$ cat src/rtl/mix_pkg.sv
// Shared definitions for the mixed CPU / block-I/O memory scheduler.
package mix_pkg;
    localparam int WORD_W          = 31;   // sign bit 30, five 6-bit bytes
    localparam int MIX_AW          = 12;   // 4096-word memory
    localparam int MIX_BLOCK_WORDS = 100;  // default words per block transfer

    typedef enum logic [2:0] {
        IDLE,
        IN_WAIT,
        IN_WR,
        OUT_RD,
        OUT_LAT,
        OUT_SEND,
        DONE
    } state_e;
endpackage

$ cat src/rtl/mix_port_arb.sv
// Single memory port arbiter: CPU versus block-I/O engine.
// Optional macro MIX_IO_FAIR_EN: after a contested cycle won by the CPU, the
// I/O engine wins the next contested cycle (I/O waits at most one cycle).
// Without it the CPU has strict priority and I/O may starve.
module mix_port_arb
    import mix_pkg::*;
#(
    parameter int AW = MIX_AW
) (
    input  logic              clk,
    input  logic              reset,
    input  logic              cpu_req,
    input  logic              cpu_we,
    input  logic [AW-1:0]     cpu_addr,
    input  logic [WORD_W-1:0] cpu_wdata,
    input  logic              io_req,
    input  logic              io_we,
    input  logic [AW-1:0]     io_addr,
    input  logic [WORD_W-1:0] io_wdata,
    output logic              cpu_gnt,
    output logic              io_gnt,
    output logic [AW-1:0]     mem_addr,
    output logic              mem_we,
    output logic [WORD_W-1:0] mem_wdata
);
    // Nothing is granted while reset is held, so an aborted transfer cannot write.
    logic cpu_rq, io_rq;
    assign cpu_rq = cpu_req & ~reset;
    assign io_rq  = io_req  & ~reset;

`ifdef MIX_IO_FAIR_EN
    logic owe_q, owe_d;

    // owe_q marks that the CPU won the last contested cycle; I/O takes the next one.
    always_comb begin
        io_gnt  = io_rq & (~cpu_rq | owe_q);
        cpu_gnt = cpu_rq & ~io_gnt;
        owe_d   = owe_q;
        if (cpu_rq && io_rq) begin
            owe_d = cpu_gnt;
        end
    end

    // Fairness token register.
    always_ff @(posedge clk) begin
        if (reset) begin
            owe_q <= 1'b0;
        end else begin
            owe_q <= owe_d;
        end
    end
`else
    logic unused_clk;
    assign unused_clk = clk;
    assign cpu_gnt    = cpu_rq;
    assign io_gnt     = io_rq & ~cpu_rq;
`endif

    // Port mux: granted requester drives the port; idle port shows the CPU address.
    always_comb begin
        mem_addr  = cpu_addr;
        mem_we    = 1'b0;
        mem_wdata = cpu_wdata;
        if (io_gnt) begin
            mem_addr  = io_addr;
            mem_we    = io_we;
            mem_wdata = io_wdata;
        end else if (cpu_gnt) begin
            mem_we    = cpu_we;
        end
    end
endmodule

$ cat src/rtl/mix_io_sched.sv
// Block I/O sequencer sharing one synchronous-RAM port with a CPU.
// IN blocks move device words into memory, OUT blocks stream memory to the
// device; addresses wrap modulo 2^AW. Optional macro MIX_IO_FAIR_EN (see
// mix_port_arb) bounds I/O starvation under CPU traffic.
module mix_io_sched
    import mix_pkg::*;
#(
    parameter int BLOCK_WORDS = MIX_BLOCK_WORDS,
    parameter int AW          = MIX_AW
) (
    input  logic              clk,
    input  logic              reset,
    input  logic              cpu_req,
    input  logic              cpu_we,
    input  logic [AW-1:0]     cpu_addr,
    input  logic [WORD_W-1:0] cpu_wdata,
    output logic              cpu_gnt,
    input  logic              io_start,
    input  logic              io_dir,
    input  logic [AW-1:0]     io_base,
    output logic              io_busy,
    output logic              io_done,
    input  logic              din_valid,
    input  logic [WORD_W-1:0] din_data,
    output logic              din_ready,
    output logic              dout_valid,
    output logic [WORD_W-1:0] dout_data,
    input  logic              dout_ready,
    output logic [AW-1:0]     mem_addr,
    output logic              mem_we,
    output logic [WORD_W-1:0] mem_wdata,
    input  logic [WORD_W-1:0] mem_rdata
);
    localparam int             CW   = (BLOCK_WORDS > 1) ? $clog2(BLOCK_WORDS) : 1;
    localparam logic [CW-1:0]  LAST = CW'(BLOCK_WORDS - 1);

    state_e            state_q, state_d;
    logic [CW-1:0]     cnt_q, cnt_d;
    logic [AW-1:0]     base_q, base_d;
    logic [WORD_W-1:0] hold_q, hold_d;
    logic [WORD_W-1:0] dout_q, dout_d;
    logic              io_req, io_we, io_gnt;
    logic [AW-1:0]     io_addr;

    assign io_req  = (state_q == IN_WR) || (state_q == OUT_RD);
    assign io_we   = (state_q == IN_WR);
    assign io_addr = base_q + AW'(cnt_q);

    mix_port_arb #(.AW(AW)) u_arb (
        .clk       (clk),
        .reset     (reset),
        .cpu_req   (cpu_req),
        .cpu_we    (cpu_we),
        .cpu_addr  (cpu_addr),
        .cpu_wdata (cpu_wdata),
        .io_req    (io_req),
        .io_we     (io_we),
        .io_addr   (io_addr),
        .io_wdata  (hold_q),
        .cpu_gnt   (cpu_gnt),
        .io_gnt    (io_gnt),
        .mem_addr  (mem_addr),
        .mem_we    (mem_we),
        .mem_wdata (mem_wdata)
    );

    // Status outputs are forced low while reset is held.
    assign io_busy    = (state_q != IDLE)     & ~reset;
    assign io_done    = (state_q == DONE)     & ~reset;
    assign din_ready  = (state_q == IN_WAIT)  & ~reset;
    assign dout_valid = (state_q == OUT_SEND) & ~reset;
    assign dout_data  = dout_q;

    // Next-state logic: block sequencing, word index and data capture.
    always_comb begin
        state_d = state_q;
        cnt_d   = cnt_q;
        base_d  = base_q;
        hold_d  = hold_q;
        dout_d  = dout_q;
        case (state_q)
            IDLE: begin
                if (io_start) begin
                    state_d = io_dir ? OUT_RD : IN_WAIT;
                    base_d  = io_base;
                    cnt_d   = '0;
                end
            end
            IN_WAIT: begin
                if (din_valid) begin
                    hold_d  = din_data;
                    state_d = IN_WR;
                end
            end
            IN_WR: begin
                if (io_gnt) begin
                    if (cnt_q == LAST) begin
                        state_d = DONE;
                    end else begin
                        cnt_d   = cnt_q + CW'(1);
                        state_d = IN_WAIT;
                    end
                end
            end
            OUT_RD: begin
                if (io_gnt) begin
                    state_d = OUT_LAT;
                end
            end
            OUT_LAT: begin
                // RAM data for the address issued in OUT_RD is valid now.
                dout_d  = mem_rdata;
                state_d = OUT_SEND;
            end
            OUT_SEND: begin
                if (dout_ready) begin
                    if (cnt_q == LAST) begin
                        state_d = DONE;
                    end else begin
                        cnt_d   = cnt_q + CW'(1);
                        state_d = OUT_RD;
                    end
                end
            end
            DONE: begin
                state_d = IDLE;
            end
            default: begin
                state_d = IDLE;
            end
        endcase
    end

    // Sequencer registers.
    always_ff @(posedge clk) begin
        if (reset) begin
            state_q <= IDLE;
            cnt_q   <= '0;
            base_q  <= '0;
            hold_q  <= '0;
            dout_q  <= '0;
        end else begin
            state_q <= state_d;
            cnt_q   <= cnt_d;
            base_q  <= base_d;
            hold_q  <= hold_d;
            dout_q  <= dout_d;
        end
    end
endmodule

$ cat config.mk
export PLATFORM = sky130hd
export DESIGN_NAME = mix_io_sched
export DESIGN_NICKNAME = d
export VERILOG_FILES = /design/src/rtl/mix_pkg.sv /design/src/rtl/mix_port_arb.sv /design/src/rtl/mix_io_sched.sv
export SDC_FILE = /design/constraint.sdc
export NUM_CORES = 1
export LEC_CHECK = 0
export ABC_AREA = 0
export CAP_MARGIN = 5
export CORE_AREA = 10 10 112 114
export CTS_CLUSTER_DIAMETER = 40
export DETAILED_ROUTE_END_ITERATION = 6
export DIE_AREA = 0 0 122 124
export GPL_TIMING_DRIVEN = 0
export PLACE_DENSITY_LB_ADDON = 0.25
export SLEW_MARGIN = 30
export SYNTH_ARGS = -nofsm -noshare
export SYNTH_HDL_FRONTEND = slang
export SYNTH_SLANG_ARGS = --single-unit
$ cat constraint.sdc
create_clock -name clk -period 2 [get_ports clk]
set_input_delay 0.2 -clock clk [delete_from_list [all_inputs] [get_ports clk]]
set_output_delay 0.2 -clock clk [all_outputs]
set_load 0.03 [all_outputs]
---- Word-level counts from Yosys, hierarchy flattened ----
Index checks and enable logic that the tools add are counted.
word-level totals
  flip-flop bits (word level) ............. 84
  bits of input ports ..................... 125
  output and inout port bits .............. 80
  logic and storage cells ................. 54
cells by class
  add/subtract/negate cells ............... 2
  equal/unequal tests ..................... 12
  multiplexer cells ....................... 18
  bitwise gates (word level) .............. 9
  reduce and logical (&&, ||, !) cells .... 8
operators by type and width
  cell                                                 count
  two-way mux 31 bit                                   1
  two-way mux 7 bit                                    4
  two-way mux 3 bit                                    7
  case mux 7 bit (3 select lines)                      1
  case mux 3 bit (6 select lines)                      1
  adder 12 x 7 -> 12 bit                               1
  two-way mux 12 bit                                   1
  != test 2 bit, second input constant                 5
  equality test 3 bit, second input constant           3
  adder 7 x 1 -> 7 bit, second input constant          1
  AND 1 bit                                            7
  equality test 7 bit, second input constant           1
  equality test 3 x 2 -> 1 bit, second input constant  2
  nonzero test 3 bit                                   2
  AND reduction 5 bit                                  1
  AND reduction 2 bit                                  2
  AND reduction 4 bit                                  1
  equality test 3 x 1 -> 1 bit, second input constant  1
  zero test 3 bit                                      1
  two-way mux 1 bit                                    2
  two-way mux 2 bit                                    1
  inverter 1 bit                                       2
  logical OR 1 bit                                     1

---- Longest topological paths before layout ----
  depth in word-level cells ............... 6
  depth in mapped cells ................... 8
  depth with buffers taken out ............ 8

---- Hierarchy ----
A second synthesis with hierarchy kept.
second synthesis, totals
  cells, all modules ...................... 523
  area, all modules ....................... 4,511.8 um2
by module, submodules not included
  module        instances  cells an instance  area each (um2)  sequential area each (um2)
  mix_io_sched  1          470                3,752.3          1,681.6
  mix_port_arb  1          53                 759.5            0.0

---- Worst setup path before layout ----
No wires, ideal clock.
  kind .................................... register to output
  start ................................... register cnt_q[0]
  end ..................................... output mem_addr[4]
  arrival time ............................ 2.053 ns
  required time ........................... 1.800 ns
  setup slack ............................. -0.253 ns
  stages on the path, launching flop included .. 9
  path buffers ............................ 0
  cells stage by stage .................... dfxtp_1 > ha_1 > inv_1 > fa_1 > nor2b_1 > o21ai_0 > nand2b_1 > xnor2_1 > o21ai_0
on the way
  cells in the longest elaborated chain, start to end .. 2
ends and longest elaborated chain
  what                    line                 RTL
  from (decl)             mix_io_sched.sv:38   logic [CW-1:0] cnt_q, cnt_d;
  from (signal assigned)  mix_io_sched.sv:144  cnt_q <= cnt_d;
  adder 12 x 7 -> 12 bit  mix_io_sched.sv:47   assign io_addr = base_q + AW'(cnt_q);
  two-way mux 12 bit      mix_port_arb.sv:64   if (io_gnt) begin
  to (decl)               mix_io_sched.sv:29   output logic [AW-1:0] mem_addr,
Every way passes these cells.

---- Worst setup path after layout ----
  start ................................... register base_q[0]
  end ..................................... output mem_addr[10]
on the way
  cells in the longest elaborated chain, start to end .. 2
ends and longest elaborated chain
  what                    line                 RTL
  from (decl)             mix_io_sched.sv:39   logic [AW-1:0] base_q, base_d;
  from (signal assigned)  mix_io_sched.sv:145  base_q <= base_d;
  adder 12 x 7 -> 12 bit  mix_io_sched.sv:47
  two-way mux 12 bit      mix_port_arb.sv:64
Every way passes these cells.

==> results.ini <==
[clock_tree]
tritoncts=built
clock_sinks=84
insertion_delay_ns=0.35
clock_path_buffers=2
cts-root-buf=clkbuf_8
cts.hold.buffers_added=0
h-tree-depth=3
numCtsBuffers=9
clk_pin_slew_ns=0.08

[sta]
min_period_over_period_pct=113
tightest_slew_ns=0.532
period_minus_slack_ns=2.26
fin_worst_skew_ns=0.0120
maxSlewHeadroom_pct=64.5
final_hold_viol_count=0
rsz0062_at_grt=true
timing.final.ws_setup_ns=-0.265
slew_violations=0
setup_viol=9
max_freq_mhz=442

[run]
maxCapViolations=0

[logic_synthesis]
syn_area_per_cell_um2=7.04
synth_nets=712
yosysWarnings=0
synthDistinctLibCells=46
syn_inst=578
synth_seq_area_share_pct=41.4
ys_seq_elements=84
synth_edf_count=0
synth-async-reset-ratio_pct=0
synth-main-ff-cell=dfxtp_1
synth_area_um2=4070

[worst_setup_path]
start_kind=flop
cp-end-kind=output pin
ff2ff_setup_slack_ns=0.23
crit_fanout=3
r2r-end=state_q[1]$_SDFFE_PP0P_
crit_arrival_ns=2.06
reg2regPathDepth=6
critical_path_class=flop to output pin
required_ns=1.80
reg2reg_from=cnt_q[2]$_SDFFE_PP0P_

[placement]
placed_cell_area_um2=6290
portBuffers=203
dp_slack_ns=-0.866
place_inst=917
dp_hpwl_mm=11.7
gp_routability_congestion=0.944

[global_route]
grt_max_degree=15
grt_pass1_wl_mm=23.3
grt_pass1_vias=4646
gr-usage-all-layers_pct=19.1
grt_overflow=0
antenna_found_initial=0

[floorplan]
fp.dieArea_um2=15100
std_cell_rows=37
fp.coreArea_um2=10200
die-width_um=122
initial_utilization_pct=39.7
top_level_ports=205
die_h_um=124

[cells_and_area]
final_nets=946
design_area_um2=6780
n_antenna_cell=0
drive_above_1_share_pct=17.1
syn2layout_area_growth_pct=66.6
post-route-util_pct=66.2
stdcell_count=953
final.fill_count=898

[detailed_routing]
drcViolationCount=0
totalWireLength_mm=15.3
drt-initial-drc-count=345
wl_met1_mm=6.05
drtPass1Iterations=4
viasPerCell=4.83
via_count=4600
ant_nets=0
highest_layer=met4
wl_met2_mm=7.98
wl_per_cell_um=16.1
dr_wl_met3_mm=1.08

[worst_hold_path]
holdPathEnd=state_q[1]$_SDFFE_PP0P_
holdPathStages=3
min_from=reset
min_path_type=input port to flop

[power]
leakagePower_nw=2.66
power.total_w=0.00426
cellPowerDensity_nw_per_um2=628
ir_drop_mv=0.389

[outcome]
status=finished with violations
failed_checks=setup timing

==> repair_timing <==
item | 4_1_cts | 5_1_grt
gates cloned | 0 | 1
gates resized for setup | 300 | 24
hold endpoints to repair | 0 | 0
pin swaps | 17 | 17
setup endpoints to repair | 48 | 44
buffers inserted | 14 | 6
==> flip-flops by register name, indices dropped and copies added (netlist names) <==
signal,count
base_q,12
cnt_q,7
dout_data,31
hold_q,31
state_q,3
==> kinds of logic after synthesis <==
family                   count (synthesis)  synth area share (%)
flip-flops                              84                  41.4
multiplexers                             3                 0.800
AO/OA/AOI/OAI                          118                  15.9
XOR/XNOR                                16                  3.45
buffers and inverters                   41                  4.43
adder cells (fa/ha/maj)                  9                  2.95
AND/OR/NAND/NOR                        307                  31.1
==> routing by layer <==
layer  GRT usage (%)  up-vias
met2            35.2      136
met3            5.16       18
li1                -     2349
met5               0        -
met1            20.6     2097
met4            6.48        0
==> per-stage QoR <==
stage | setup TNS (ns) | hold WS [ns]
4_1_cts | -1.55 | 0.215
3_5_place_dp | -33.18 | 0.448
2_1_floorplan | -0.0266 | 0.336
6_report | -1.71 | 0.237
3_3_place_gp | -32.40 | 0.441
5_1_grt | -2.66 | 0.237
==> critical path: stages (launching register included) <==
cell and delay (ns):
dfxtp_4 0.38, ha_4 0.14, inv_2 0.03, fa_2 0.36, nor2b_4 0.16, o31ai_4 0.10
a21oi_2 0.16, xnor2_1 0.09, o21ai_2 0.16, buf_6 0.15
==> report_power, final <==
group	internal, W	switching, W	total, W
logic	0.000531	0.000586	0.00112
clock network	0.000712	0.000613	0.00132
registers	0.00175	0.0000637	0.00181
total	0.00299	0.00126	0.00426
==> layout make-up <==
cell class	instances	area, um2	share of cell area, %
multi-input cells	453	2370	34.9
repair buffers	224	2090	30.8
clock buffers	11	131	1.94
plain buffers	36	200	2.95
well taps	136	170	2.51
inverters	4	15.0	0.222
clock inverters	5	85.1	1.26
flip-flops and latches	84	1720	25.4
==> layout by cell type, fill, tap and decap left out, drive strengths merged, types with 3 or more instances in the layout <==
cell	Yosys	routed
nor2	15	15
o21ai	19	19
dlygate4sd2	0	6
ha	8	8
nand2	264	264
nand3	3	3
clkbuf	18	34
xor2	11	11
a21oi	82	82
nor2b	4	4
inv	4	5
o2111ai	3	3
nand2b	5	5
buf	19	77
dfxtp	84	84
nor3b	3	3
clkdlybuf4s50	0	154
xnor2	5	5
==> synth_stat cells, types with 3 or more instances <==
cell type	count	area [um2]
o21ai_1	10	50.1
o21ai_0	9	45.0
a21oi_1	82	410
nand2b_1	5	31.3
nand3_1	3	15.0
buf_2	18	90.1
o2111ai_1	3	26.3
nor2_1	15	56.3
ha_1	8	100
dfxtp_1	84	1680
nor2b_1	4	25.0
inv_1	4	15.0
nand2_1	264	991
xnor2_1	5	43.8
xor2_1	11	96.3
clkbuf_1	18	67.6
==> worst max path at each step <==
stage	endpoint	slack, ns	depth (start not counted)	startpoint
2_1_floorplan	mem_addr[4]	-0.03	8	cnt_q[0]$_SDFFE_PP0P_
3_3_place_gp	mem_addr[6]	-0.83	6	cpu_req
3_5_place_dp	mem_addr[7]	-0.87	6	cpu_req
4_1_cts	mem_addr[8]	-0.27	9	base_q[0]$_SDFFE_PP0P_
5_1_grt	mem_addr[8]	-0.34	9	base_q[0]$_SDFFE_PP0P_
6_report	mem_addr[10]	-0.26	9	base_q[0]$_SDFFE_PP0P_
Note: power is estimated with default switching activity, not from simulation.
==> edit 1, RTL diff (same settings) <==
Set the package constant `MIX_BLOCK_WORDS` to 200 (it was 100).
--- a/src/rtl/mix_pkg.sv
+++ b/src/rtl/mix_pkg.sv
@@ -4,3 +4,3 @@
     localparam int MIX_AW          = 12;   // 4096-word memory
-    localparam int MIX_BLOCK_WORDS = 100;  // default words per block transfer
+    localparam int MIX_BLOCK_WORDS = 200;  // default words per block transfer
 
Check against the original RTL: same outputs for any inputs over 4 cycles, from zero or initial values and one cycle with reset high; that may be too few to reach the edited logic, so the function may still have changed.
==> edit 1 against the unedited design <==
- design area grew 2.3%
- power grew 30%
- worst setup slack lost 0.21 ns
- hold slack gained 0.14 ns
- sequential cell count grew 1
- via count grew 4.7%
- critical path depth shrank 2
- area after synthesis grew 1.7%
- core utilization grew 1.5 points
- routed wire length grew 1.8%
- largest power group is now combinational logic
- the flow still finishes with violations (setup timing)
==> edit 1: results (changes against the unedited design) <==
placed_design:
  portBuffers: 204  # +0.49%
  pre_cts_ws_ns: -1.26  # -0.389 ns
  gp_congestion: 0.882  # -6.6%
  dp_hpwl_um: 11900  # +2.0%
finish:
  fillerInstances: 852  # -5.1%
  nets: 962  # +1.7%
  final_layout_size_suffix_gt1_share_pct: 19.5  # +2.3 points
setup_path:
  r2r_slack_ns: 0.10  # -0.13 ns
  rr_worst_depth: 8  # +2
  r2r_start: "state_q[2]"
  r2r-end: "cnt_q[7]"
  cp_max_fo: 3  # unchanged
  worstPathArrival_ns: 2.28  # +0.22 ns
global_route:
  grt_util_met1_pct: 20.0  # -0.59 points
  grt_pass1_vias: 4854  # +4.5%
  grt_max_degree: 16  # +1
  gr-usage-met2_pct: 33.7  # -1.4 points
  grt_pass1_wl_um: 23500  # +0.57%
  gr-usage-all-layers_pct: 19.1  # +0.058 points
  grt_use_met3_pct: 9.00  # +3.8 points
drt:
  dr.pass1.iters: 7  # +3
  routed.top_layer: "met4"
  dr_wl_met3_um: 1650  # +53%
  wl_met2_um: 7910  # -0.86%
  viasPerCell: 4.97  # +3.0%
  drt-initial-drc-count: 278  # -19%
  wl_met1_um: 5930  # -2.0%
  routedWlPerCell_um: 16.1  # +0.19%
timing:
  finalSetupViolCount: 9  # unchanged
  clock-skew-final_ns: 0.0144  # +0.00241 ns
  slew_headroom_pct: 62.5  # -2.0 points
  timing.final.ws_setup_ns: -0.477  # -0.212 ns
yosys:
  synth_compound_area_share_pct: 15.7  # -0.23 points
  synth_mux_area_share_pct: 0.484  # -0.32 points
  synthesis.nets: 728  # +2.2%
  synthXorXnorAreaFrac_pct: 3.39  # -0.057 points
  synthAdderAreaFrac_pct: 3.21  # +0.25 points
  ys_top_cells_by_count: "nand2_1, dfxtp_1, a21oi_1"
  yosys-top-cells-area: "dfxtp_1, nand2_1, a21oi_1"
  seq_area_frac_synth_pct: 41.1  # -0.20 points
power:
  leakagePower_nw: 2.77  # +4.1%
  peakVddDrop_v: 0.000466  # +20%
cts:
  clkTransAtPathRegs_ns: 0.10  # +0.02 ns
run_status:
  violations: "setup timing"
  run_status: "finished, violations left"
min_path:
  whs_endpoint: "hold_q[17]"
  min_from: "din_data[17]"
## edit 1: changes by cell type in the layout (fill, tap and decap cells not counted), moves of 3 or more
| cell | unedited run | this run |
|---|---|---|
| nor3_1 | 1 | 4 |
| clkbuf_8 | 9 | 12 |
| nand2_1 | 263 | 259 |
| clkbuf_2 | 1 | 10 |
| buf_4 | 37 | 23 |
| o21ai_1 | 9 | 6 |
| nor2_1 | 14 | 18 |
| o2111ai_1 | 3 | 0 |
| nand3_1 | 3 | 0 |
| nand2_2 | 1 | 6 |
| buf_6 | 13 | 17 |
## edit 1: through the flow
| stage | cells | total power [mW] | TNS [ns] | hold slack (ns) | cell area (sq um) |
|---|---|---|---|---|---|
| floorplan | 593 | 3.22 | -0.149 | 0.336 | 4210 |
| finish | 968 | 5.53 | -3.14 | 0.381 | 6930 |
| global route | 968 | 5.82 | -3.96 | 0.372 | 6930 |
| detailed placement | 933 | 3.98 | -50.96 | 0.448 | 6420 |
| CTS | 962 | 5.41 | -3.06 | 0.375 | 6750 |
| global placement | 933 | 3.92 | -49.23 | 0.441 | 6420 |
## edit 1: final cells by class
class,count,share of cell area [%]
clock inverters,6,1.37
repair buffers,225,29.9
plain buffers,35,2.83
multi-input cells,465,36.1
clock buffers,10,1.99
inverters,6,0.397
well taps,136,2.45
flip-flops and latches,85,25.0
## edit 1: repair_timing
item,4_1_cts,5_1_grt
setup buffers,14,6
endpoints found under the setup margin,49,69
cloned,1,0
pin swaps,21,15
gates resized for setup,299,57
hold buffers,0,0
## edit 1: kinds of logic after synthesis
logic type                 count (synthesis)
DFF                                       85
adders and majority gates                 10
and+or+nand+nor                          323
AOI/OAI and AO/OA                        114
xor gates and xnor gates                  16
muxes                                      2
buffers and inverters                     43
## edit 1: worst max-delay path by stage
stage / start / end / slack (ns) / depth (start not counted)
final: cnt_q[6] / mem_addr[11] / -0.48 / 7
after floorplan: cnt_q[0] / mem_addr[10] / -0.12 / 9
after CTS: cnt_q[1] / mem_addr[11] / -0.47 / 8
after global placement: cpu_req / mem_addr[3] / -1.24 / 8
after global routing: cnt_q[6] / mem_addr[11] / -0.57 / 7
after detailed placement: cpu_req / mem_addr[3] / -1.26 / 8
## edit 1: critical path, cell delays in order, from the launching register on
cell       delay, ns
dfxtp_4         0.37
ha_4            0.21
a211o_1         0.32
o311a_4         0.39
o2111ai_2       0.19
xor2_1          0.22
o21ai_2         0.09
buf_6           0.14
## edit 1: report_power, final
| part | leakage, nW | switching (mW) | internal [mW] |
|---|---|---|---|
| clock network | 0.111 | 0.654 | 0.748 |
| logic | 1.96 | 1.19 | 0.931 |
| registers | 0.697 | 0.124 | 1.88 |
| total | 2.77 | 1.97 | 3.56 |
==> edit 2, RTL diff (config.mk and constraints unchanged) <==
Made on the original files. The 7 states of `state_e` get a one-hot encoding in 7 bits.
--- a/src/rtl/mix_pkg.sv
+++ b/src/rtl/mix_pkg.sv
@@ -6,10 +6,10 @@
 
-    typedef enum logic [2:0] {
-        IDLE,
-        IN_WAIT,
-        IN_WR,
-        OUT_RD,
-        OUT_LAT,
-        OUT_SEND,
-        DONE
+    typedef enum logic [6:0] {
+        IDLE     = 7'b0000001,
+        IN_WAIT  = 7'b0000010,
+        IN_WR    = 7'b0000100,
+        OUT_RD   = 7'b0001000,
+        OUT_LAT  = 7'b0010000,
+        OUT_SEND = 7'b0100000,
+        DONE     = 7'b1000000
     } state_e;
Check against the original RTL: same outputs for any inputs over 4 cycles, from zero or initial values and one cycle with reset high; so few cycles prove little.
==> edit 2 against the unedited design <==
- the flow still finishes with violations (setup timing)
- power grew 26%
- worst setup slack got worse by 0.27 ns
- sequential cell count rose by 4
- first-iteration DRC count down 24%
- routed wire length increased by 8.5%
- area after synthesis is 7.2% higher
- design area up 16%
- hold slack better by 0.16 ns
- critical path type unchanged
- highest routed layer unchanged
==> edit 2: results (changes against the unedited design) <==
finish:
  final_layout_size_suffix_gt1_share_pct: 29.9  # +13 points
  fillerInstances: 718  # -20%
  diodes: 0  # unchanged
  nets: 956  # +1.1%
  design_area_sq_mm: 0.00789  # +16%
placed_design:
  place_area_sq_mm: 0.00663  # +5.4%
  dp_hpwl_um: 11800  # +0.98%
  pre_cts_ws_ns: -1.24  # -0.374 ns
  dp.cells: 898  # -2.1%
  gp_congestion: 0.869  # -7.9%
run_status:
  run_status: "finished, violations left"
  violations: "setup timing"
cts:
  post_cts_buffers: 26  # +12
  htree_num_levels: 3  # unchanged
  clock_path_buffers: 2  # unchanged
  cts.repair.resized: 354  # +18%
setup_path:
  r2r_slack_ns: -0.04  # -0.27 ns
  r2r-end: "cnt_q[1]"
  r2r_start: "cnt_q[0]"
  crit_end: "mem_addr[10]"
  worstPathArrival_ns: 2.34  # +0.28 ns
  rr_worst_depth: 8  # +2
yosys:
  yosys-top-cells-area: "dfxtp_1, nand2_1, a21oi_1"
  seq_area_frac_synth_pct: 40.4  # -0.93 points
  ys_top_cells_by_count: "nand2_1, dfxtp_1, a21oi_1"
  synthDistinctLibCells: 46  # unchanged
  synthesis.nets: 692  # -2.8%
  synthCells: 558  # -3.5%
timing:
  clock-skew-final_ns: 0.00999  # -0.00201 ns
  finalSetupViolCount: 48  # +39
  timing.final.ws_setup_ns: -0.539  # -0.274 ns
  hold_ws_ns: 0.395  # +0.158 ns
global_route:
  grt_use_met3_pct: 6.38  # +1.2 points
  grt_max_degree: 14  # -1
  gr-usage-all-layers_pct: 19.7  # +0.60 points
  grt_pass1_vias: 4766  # +2.6%
  grt_util_met1_pct: 20.4  # -0.15 points
  gr-usage-met2_pct: 36.5  # +1.3 points
drt:
  vias: 4899  # +6.5%
  drc_errors: 0  # unchanged
  routedWlPerCell_um: 17.3  # +7.5%
  drt-total-wl_um: 16600  # +8.5%
  drt-initial-drc-count: 263  # -24%
power:
  peakVddDrop_v: 0.000405  # +4.2%
  leakagePower_nw: 2.93  # +10%
min_path:
  min_from: "din_data[26]"
edit 2: changes by cell type after synthesis, sizes merged, moves of 9 or more:
cell and change:
nand2 -107, mux2 +31, nand3 +15, nor2 +13
nor3 +9
edit 2: through the flow:
stage | power [mW] | setup TNS (ns)
after detailed placement | 3.42 | -55.43
after global routing | 5.62 | -19.01
after floorplan | 2.85 | -0.0956
final | 5.38 | -15.03
after CTS | 4.91 | -18.36
after global placement | 3.39 | -53.93
edit 2: power by group:
group	internal (mW)	switching [mW]	total [mW]
clock	0.700	0.595	1.29
combinational	1.12	1.02	2.14
sequential	1.85	0.0936	1.94
edit 2: how the worst min path moves through the flow:
stage,end,depth (start not counted)
final,hold_q[26],3
after global placement,hold_q[26],2
after CTS,dout_data[19],3
after detailed placement,dout_data[13],2
after global routing,hold_q[17],3
after floorplan,hold_q[0],2
edit 2: cell families (layout without fill, tap and decap cells):
kind of cell,Yosys count,in the layout,share of synthesized area [%]
adders and majority gates,9,9,2.76
buffers and inverters,47,314,5.45
DFF,88,88,40.4
muxes,33,33,8.53
and+or+nand+nor,244,245,24.5
xor gates and xnor gates,16,16,3.22
AOI/OAI and AO/OA,121,121,15.1
edit 2: cell type report:
type | instances | share of cell area, %
Multi-Input combinational cell | 424 | 35.0
Tap cell | 136 | 2.16
Inverter | 10 | 0.476
Timing Repair Buffer | 256 | 33.3
Buffer | 33 | 3.73
Clock inverter | 3 | 0.856
Clock buffer | 12 | 1.71
Sequential cell | 88 | 22.8
edit 2: worst max-delay path, cell delays in order (launching register included):
cell,delay (ns)
dfxtp_2,0.36
ha_4,0.14
inv_2,0.03
fa_2,0.36
nor2b_4,0.14
o31a_1,0.18
o211ai_1,0.17
a21oi_2,0.23
xnor2_2,0.08
o21ai_2,0.14
buf_6,0.15
